[src/rtl/pc_predictor.sv]
// Fetch PC with a direct-mapped BTB of 2-bit saturating counters; redirects on EX mispredict.
// pc is registered; nextPc/predictTaken/flush are combinational. Stall holds pc, flush overrides stall.
module pc_predictor #(
  parameter int                    ADDR_WIDTH = 32,
  parameter int                    BHT_DEPTH  = 16,
  parameter int                    STAT_WIDTH = 25,
  parameter logic [ADDR_WIDTH-1:0] RESET_PC   = '0
) (
  input  logic                  clock,
  input  logic                  reset,
  input  logic                  enable,
  input  logic                  bubble,
  input  logic                  resolveValid,
  input  logic                  resolveIsBranch,
  input  logic                  resolveIsJump,
  input  logic                  resolveTaken,
  input  logic [ADDR_WIDTH-1:0] resolvePc,
  input  logic [ADDR_WIDTH-1:0] resolveTarget,
  input  logic [ADDR_WIDTH-1:0] resolvePredNext,
  output logic [ADDR_WIDTH-1:0] pc,
  output logic [ADDR_WIDTH-1:0] nextPc,
  output logic                  predictTaken,
  output logic                  flush,
  output logic [STAT_WIDTH-1:0] totalCycle,
  output logic [STAT_WIDTH-1:0] unconditionalJump,
  output logic [STAT_WIDTH-1:0] conditionalJump,
  output logic [STAT_WIDTH-1:0] conditionalSuccessfulJump,
  output logic [STAT_WIDTH-1:0] mispredictCount
);
  localparam int IDX  = $clog2(BHT_DEPTH);
  localparam int TAGW = ADDR_WIDTH - IDX - 2;

  logic                  valid_q  [BHT_DEPTH];
  logic [TAGW-1:0]       tag_q    [BHT_DEPTH];
  logic [ADDR_WIDTH-1:0] target_q [BHT_DEPTH];
  logic [1:0]            ctr_q    [BHT_DEPTH];

  logic [ADDR_WIDTH-1:0] pc_q, pc_d;
  logic [STAT_WIDTH-1:0] total_q, ujump_q, cjump_q, csucc_q, mispred_q;

  // Fetch-side lookup
  logic [IDX-1:0]  lk_idx;
  logic [TAGW-1:0] lk_tag;
  logic            lk_hit;

  assign lk_idx       = pc_q[IDX+1:2];
  assign lk_tag       = pc_q[ADDR_WIDTH-1:IDX+2];
  assign lk_hit       = valid_q[lk_idx] && (tag_q[lk_idx] == lk_tag);
  assign predictTaken = lk_hit && ctr_q[lk_idx][1];
  assign nextPc       = predictTaken ? target_q[lk_idx] : pc_q + ADDR_WIDTH'(4);

  // EX-side resolve; a jump flag dominates a simultaneous branch flag
  logic                  is_jump, is_branch, active, taken;
  logic [ADDR_WIDTH-1:0] actual_next;
  logic [IDX-1:0]        rs_idx;
  logic [TAGW-1:0]       rs_tag;
  logic                  rs_hit;
  logic [1:0]            rs_ctr;

  assign is_jump     = resolveIsJump;
  assign is_branch   = resolveIsBranch && !resolveIsJump;
  assign active      = resolveValid && !bubble && (is_branch || is_jump);
  assign taken       = resolveTaken || is_jump;
  assign actual_next = taken ? resolveTarget : resolvePc + ADDR_WIDTH'(4);
  assign flush       = active && (actual_next != resolvePredNext);

  assign rs_idx = resolvePc[IDX+1:2];
  assign rs_tag = resolvePc[ADDR_WIDTH-1:IDX+2];
  assign rs_hit = valid_q[rs_idx] && (tag_q[rs_idx] == rs_tag);
  assign rs_ctr = ctr_q[rs_idx];

  logic       entry_we, ctr_we;
  logic [1:0] ctr_d;

  always_comb begin
    entry_we = active && taken;
    ctr_we   = active && (taken || rs_hit);
    ctr_d    = rs_ctr;
    if (is_jump)
      ctr_d = 2'd3;
    else if (taken && rs_hit)
      ctr_d = (rs_ctr == 2'd3) ? 2'd3 : rs_ctr + 2'd1;
    else if (taken)
      ctr_d = 2'd2;
    else if (rs_hit)
      ctr_d = (rs_ctr == 2'd0) ? 2'd0 : rs_ctr - 2'd1;
  end

  always_comb begin
    pc_d = pc_q;
    if (flush)
      pc_d = actual_next;
    else if (enable)
      pc_d = nextPc;
  end

  always_ff @(posedge clock) begin
    if (reset) begin
      for (int i = 0; i < BHT_DEPTH; i++) begin
        valid_q[i] <= 1'b0;
        ctr_q[i]   <= 2'd0;
      end
    end else begin
      if (entry_we) valid_q[rs_idx] <= 1'b1;
      if (ctr_we)   ctr_q[rs_idx]   <= ctr_d;
    end
  end

  // Tag/target need no reset: they are qualified by valid
  always_ff @(posedge clock) begin
    if (!reset && entry_we) begin
      tag_q[rs_idx]    <= rs_tag;
      target_q[rs_idx] <= resolveTarget;
    end
  end

  always_ff @(posedge clock) begin
    if (reset) begin
      pc_q      <= RESET_PC;
      total_q   <= '0;
      ujump_q   <= '0;
      cjump_q   <= '0;
      csucc_q   <= '0;
      mispred_q <= '0;
    end else begin
      pc_q    <= pc_d;
      total_q <= total_q + STAT_WIDTH'(1);
      if (active && is_jump)            ujump_q   <= ujump_q + STAT_WIDTH'(1);
      if (active && is_branch)          cjump_q   <= cjump_q + STAT_WIDTH'(1);
      if (active && is_branch && taken) csucc_q   <= csucc_q + STAT_WIDTH'(1);
      if (flush)                        mispred_q <= mispred_q + STAT_WIDTH'(1);
    end
  end

  assign pc                        = pc_q;
  assign totalCycle                = total_q;
  assign unconditionalJump         = ujump_q;
  assign conditionalJump           = cjump_q;
  assign conditionalSuccessfulJump = csucc_q;
  assign mispredictCount           = mispred_q;
endmodule

[config.mk]
export PLATFORM = sky130hd
export DESIGN_NAME = pc_predictor
export DESIGN_NICKNAME = d
export VERILOG_FILES = /design/src/rtl/pc_predictor.sv
export SDC_FILE = /design/constraint.sdc
export NUM_CORES = 1
export LEC_CHECK = 0
export ABC_AREA = 0
export ABC_CLOCK_PERIOD_IN_PS = 13800
export BUFFER_PORTS_ARGS = -buffer_cell sky130_fd_sc_hd__buf_2
export CORE_MARGIN = 1
export CORE_UTILIZATION = 59
export CTS_CLUSTER_SIZE = 10
export DETAILED_ROUTE_END_ITERATION = 12
export HOLD_SLACK_MARGIN = 0.06
export PLACE_DENSITY_LB_ADDON = 0.3
export SLEW_MARGIN = 25
export SYNTH_ARGS = -nofsm -noshare
export SYNTH_HDL_FRONTEND = slang
export SYNTH_SLANG_ARGS = --single-unit
export TNS_END_PERCENT = 100
[constraint.sdc]
create_clock -name clock -period 13.8 [get_ports clock]
set_input_delay 0 -clock clock [delete_from_list [all_inputs] [get_ports clock]]
set_output_delay 0 -clock clock [all_outputs]
set_load 0.005 [all_outputs]
### Word level (Yosys, flattened, before mapping)

Memories as Yosys holds them, arrays and structs flattened. A register that Yosys moved wholly into a read port is not among the register bits.
Index checks and enable logic that the tools add are counted.

| storage, ports and cells | value |
|---|---|
| memories kept | 4 |
| latch bits | 0 |
| ROM bits | 0 |
| RAM bits | 976 |
| output and inout bits | 191 |
| bits in registers | 157 |

| cells by class | value |
|---|---|
| $lt $le $gt $ge | 0 |
| bitwise operators | 0 |
| add/subtract/negate cells | 9 |
| multipliers | 0 |
| divide/modulo/power cells | 0 |
| mux-type cells | 34 |
| reduce and logical (&&, ||, !) cells | 24 |
| equal/unequal tests | 4 |
| shifts and indexed selects | 0 |

Memory list:

| name | words | width | rd ports | clocked after memory_dff | wr ports | RTL line | source |
|---|---|---|---|---|---|---|---|
| target_q | 16 | 32 | 1 | 1 | 1 | 35 | `logic [ADDR_WIDTH-1:0] target_q [BHT_DEPTH];` |
| tag_q | 16 | 26 | 2 | 1 | 1 | 34 | `logic [TAGW-1:0] tag_q [BHT_DEPTH];` |
| ctr_q | 16 | 2 | 2 | 1 | 16 | 36 | `logic [1:0] ctr_q [BHT_DEPTH];` |
| valid_q | 16 | 1 | 2 | 1 | 16 | 33 | `logic valid_q [BHT_DEPTH];` |

Operators by type and width:

| kind | number |
|---|---|
| 32-bit two-way mux | 4 |
| 25-bit by 1-bit adder with 25-bit output, second input constant | 5 |
| 32-bit by 3-bit adder with 32-bit output, second input constant | 2 |
| 26-bit equality test | 2 |
| 4-bit two-way mux | 10 |
| 32-bit != test | 1 |
| 1-bit logical AND | 14 |
| 2-bit two-way mux | 7 |
| 1-bit two-way mux | 13 |
| 1-bit logical NOT | 3 |
| 1-bit logical OR | 3 |
| 2-bit by 1-bit adder with 2-bit output, second input constant | 1 |
| 2-bit equality test, second input constant | 1 |
| 2-bit logical NOT | 1 |
| 2-bit nonzero test | 1 |
| 2-bit OR reduction | 1 |
| 2-bit by 1-bit subtractor with 2-bit output, second input constant | 1 |
| 1-bit OR reduction | 1 |

### Depth between registers and ports, before layout

| logic depth | value |
|---|---|
| word-level depth | 10 |
| depth in mapped cells | 17 |

### Worst setup path before layout

OpenSTA, ideal clock, no wires.

| path | value |
|---|---|
| kind | input to register |
| start point | input resolveIsJump |
| end point | memory tag_q[11][0] in the netlist's numbering, enable pin |
| buffers on the path | 4 |
| cell stages on the path | 7 |
| setup slack | 9.396 ns |
| arrival | 3.930 ns |
| path through | clkbuf_1 or2_2 clkbuf_1 clkbuf_1 buf_1 nand2_1 nor2_1 |

| between the ends | value |
|---|---|
| longest elaborated chain between the ends | 8 |
| elaborated cells on any way between the ends | 9 |

Ends and longest elaborated chain:

| element | RTL line | source |
|---|---|---|
| start: declaration | 15 | `input logic resolveIsJump,` |
| 1-bit logical NOT | 61 | `assign is_branch = resolveIsBranch && !resolveIsJump;` |
| 1-bit logical AND | 61 |  |
| 1-bit logical OR | 62 | `assign active = resolveValid && !bubble && (is_branch \|\| is_jump);` |
| 1-bit logical AND | 62 |  |
| 1-bit logical AND * | 76 | `entry_we = active && taken;` |
| 1-bit logical AND * | 111 | `if (!reset && entry_we) begin` |
| 1-bit two-way mux * | 111 |  |
| 1-bit two-way mux (implied by the code) * | 112 | `tag_q[rs_idx] <= rs_tag;` |
| end: declaration | 34 |  |

Every way passes the cells marked *; elsewhere a longest branch is shown, timed or not.

### Final worst setup path

| path | value |
|---|---|
| start point | input resolvePc[6] |
| end point | register pc_q[0], in the netlist pc[0] |

| between the ends | value |
|---|---|
| longest elaborated chain between the ends | 5 |
| elaborated cells on any way between the ends | 6 |

Ends and longest elaborated chain:

| element | RTL line | source |
|---|---|---|
| start: declaration | 17 | `input logic [ADDR_WIDTH-1:0] resolvePc,` |
| 32-bit by 3-bit adder with 32-bit output * | 64 | `assign actual_next = taken ? resolveTarget : resolvePc + ADDR_WIDTH'(4);` |
| 32-bit two-way mux * | 64 |  |
| 32-bit != test * | 65 | `assign flush = active && (actual_next != resolvePredNext);` |
| 1-bit logical AND * | 65 |  |
| 32-bit two-way mux or 2-bit nonzero test (tied branches) | - |  |
| end signal: assignment | 126 | `pc_q <= pc_d;` |
| end: declaration | 38 | `logic [ADDR_WIDTH-1:0] pc_q, pc_d;` |

Marked as above.
A chain may end at the register's enable or synchronous reset.

==> impl_metrics.csv <==
group,metric,value,unit
global_route,overflow,0,
floorplan,io_pins,295,
yosys,yosysSeqAreaShare,62.6,%
detailed_routing,ant_nets,0,
layout,fillerInstances,5719,
worst_hold_path,hp-start,"resolvePc[3]",
timing,skew,0.0331,ns
floorplan,die_h,298,um
yosys,netlist_area,51700,um^2
yosys,synth_cell_types,82,
yosys,synth_top_area_share,55.8,%
critical_path,ff2ff_path_depth,13,
power,ir_worst_vdd,0.133,mV
critical_path,crit_path_end_kind,"register",
power,powerDensity,131,nW/um^2
critical_path,ff2ff_setup_slack,8.05,ns
yosys,synthCells,3238,
floorplan,dieWidth,298,um
yosys,synthMostInstantiatedCell,"edfxtp_1",
clock_tree,cts_root_buf,"clkbuf_16",
yosys,yosysWarnings,0,
clock_tree,clk_latency,0.74,ns
timing,post-route-min-period,6.25,ns
place,place_hpwl,97.6,mm
power,pwr-share-clk,41.2,%
detailed_routing,num_vias,33800,
timing,post-route-period-util,45.3,%
timing,hold_viol_final,0,
critical_path,worstPathArrival,6.92,ns
timing,fmax,0.160,GHz
outcome,status,"finished clean",
timing,tightest_slew,1.12,ns
power,p_leak,19.4,nW
critical_path,cp_max_fo,87,
timing,slew_viol_final,0,
timing,slew_headroom,25.2,%
critical_path,worstPathRequired,14.46,ns
worst_hold_path,min_path_type,"in -> reg",
layout,nNetsFinal,3699,
power,internal_power,5.91,mW
clock_tree,htreeDepth,4,
power,power,7.72,mW
detailed_routing,routed_wl,159,mm
global_route,grt_antenna_before_repair,12,
worst_hold_path,whs_endpoint,"pc[9]",
layout,syn_to_final_growth,13.7,%
yosys,postSynth.asyncResetShare,0,%
clock_tree,cts_buffer_depth,3,
detailed_routing,drtIter0Drc,4829,
clock_tree,cts_tree,"done",
floorplan,row_count,108,
place,gp_congestion,0.971,
yosys,synthTopCellsByArea,"edfxtp_1 56%, mux4_2 16%, dfxtp_1 6.9%, mux2i_1 2.2%, xor2_1 1.9%",
clock_tree,clk_pin_slew,0.06,ns
clock_tree,cts_num_sinks,1137,
timing,rsz0062_at_grt,"no",
global_route,grt_max_degree,122,
worst_hold_path,hold_path_depth,6,
detailed_routing,via_per_inst,7.03,
critical_path,crit_path_start_kind,"primary input",
timing,finalSetupViolCount,0,
place,portBuffers,294,
global_route,grt_usage,35.9,%
layout,drive_gt1_share,26.4,%
detailed_routing,wl_per_cell,33.1,um
yosys,yosysTopAreaCell,"edfxtp_1",
yosys,synth-main-ff-cell,"edfxtp_1",
yosys,avgSynthCellArea,16.0,um^2
timing,setup-tns-final,0,ns
global_route,grt_pass1_wl,229,mm
clock_tree,cts_buffers,134,
critical_path,critical_path_class,"in -> reg",
global_route,first_global_vias,33600,
yosys,ys_seq_elements,1137,
yosys,synth_nets,3352,
detailed_routing,dr.pass1.iters,8,
yosys,synth_edf_count,960,
floorplan,start_util,59.6,%
power,pwr-share-seq,49.1,%
yosys,ys_top_cells_by_count,"960 x edfxtp_1, 373 x mux4_2, 205 x nor2_1",
power,switchingPower,1.81,mW
job,max_cap_violations,0,
detailed_routing,drc,0,
power,swShare,23.5,%
power,power_frac_comb,9.6,%
floorplan,die_area,88800,um^2
floorplan,fp.coreArea,86800,um^2
## routing by layer
metal / vias up / GRT usage [%] / routed length, um
met5: - / 0 / 79
met4: 12 / 16.6 / 7560
met1: 17200 / 47.8 / 57500
li1: 13600 / - / -
met2: 2575 / 55.7 / 74400
met3: 444 / 9.71 / 19600
## worst max path at each step
stage	startpoint	end	slack, ns
after floorplan	resolveIsJump	tag_q[11][0]	9.40
after global placement	resolvePc[2]	pc[30]	7.77
after detailed placement	resolvePc[2]	pc[24]	7.75
after CTS	register	nextPc[31]	7.75
after global routing	resolvePc[6]	pc[0]	7.20
final	resolvePc[6]	pc[0]	7.55
## registers in the layout, indices dropped and copies added (netlist names), named ones only
register and cells:
tag_q 416, pc 32, totalCycle 25, conditionalSuccessfulJump 25, unconditionalJump 25, target_q 512
mispredictCount 25, valid_q 16, conditionalJump 25, ctr_q 32
## power groups by stage
stage / registers (mW) / logic, mW / clock network (mW)
4_1_cts: 3.79 / 0.729 / 3.20
5_1_grt: 3.79 / 0.773 / 3.33
3_3_place_gp: 3.86 / 0.691 / 0
6_report: 3.79 / 0.744 / 3.18
3_5_place_dp: 3.86 / 0.705 / 0
2_1_floorplan: 3.83 / 0.469 / 0
## kinds of logic (layout without fill, tap and decap cells)
group / count (synthesis) / in the layout / share of synthesized area (%)
other cells: 0 / 7 / 0
flops: 1137 / 1137 / 62.6
compound gates: 374 / 374 / 5.05
fa+ha+maj: 11 / 11 / 0.261
buf+inv: 275 / 687 / 2.50
simple gates: 715 / 715 / 6.91
xor+xnor: 210 / 210 / 3.56
mux: 516 / 516 / 19.1
## worst max-delay path, stage by stage
cell	delay [ns]
dlygate4sd3_1	0.52
buf_2	0.51
nand3_2	0.38
nor3_2	0.83
and2_1	0.28
nand4_1	0.21
a221oi_1	0.42
o2111ai_1	0.27
o41ai_2	0.87
a21o_2	0.22
buf_4	0.64
inv_1	0.65
a31oi_1	0.30
dlygate4sd3_1	0.58
a21boi_0	0.15
## metrics by stage
step	cells	worst slack [ns]	hold WS, ns	utilization [%]	cell area [um^2]
6_report	4812	7.55	0.110	67.8	58800
5_1_grt	4807	7.20	0.127	67.8	58800
4_1_cts	4803	7.75	0.0645	67.7	58700
3_5_place_dp	4530	7.75	0.312	62.4	54200
3_3_place_gp	4530	7.77	0.301	62.4	54200
2_1_floorplan	3238	9.40	0.0989	-	51700
## cell type report
| class | instances | area, um^2 | share of cell area (%) |
|---|---|---|---|
| repair buffers | 422 | 2710 | 4.61 |
| clock buffers | 190 | 3700 | 6.30 |
| well taps | 1155 | 1450 | 2.46 |
| diodes | 7 | 17.5 | 0.0298 |
| inverters | 64 | 241 | 0.411 |
| flip-flops and latches | 1137 | 32400 | 55.1 |
| multi-input cells | 1826 | 18200 | 30.9 |
| clock inverters | 11 | 131 | 0.223 |
## timing repair
action                                 in CTS  in global routing
endpoints found under the hold margin    1018                  0
resized for setup                           0                  0
buffers inserted                            0                  0
hold buffers                               72                  0
## placed cells by master (no fill, tap or decap), types with 14 or more instances in the layout
cell type,netlist,final
nand3_1,78,78
inv_1,62,60
or3_1,36,36
dfxtp_1,177,173
clkbuf_16,0,140
and2_1,14,14
dlygate4sd3_1,0,72
buf_2,66,290
xor2_1,112,112
xnor2_1,98,98
a22oi_1,16,16
a211oi_1,47,47
and3_1,37,37
o22ai_1,26,26
nand2b_1,25,25
edfxtp_1,960,960
nor2_4,0,17
mux4_2,373,373
clkbuf_1,91,49
mux2i_1,113,113
mux2_2,30,30
nand4_1,47,47
nand2_1,158,158
o21bai_1,15,15
buf_4,27,53
nor3_1,24,24
a21oi_1,67,67
nor2b_1,23,23
nor2_1,205,188
o21ai_0,61,61
Note: power is estimated with default switching activity, not from simulation.
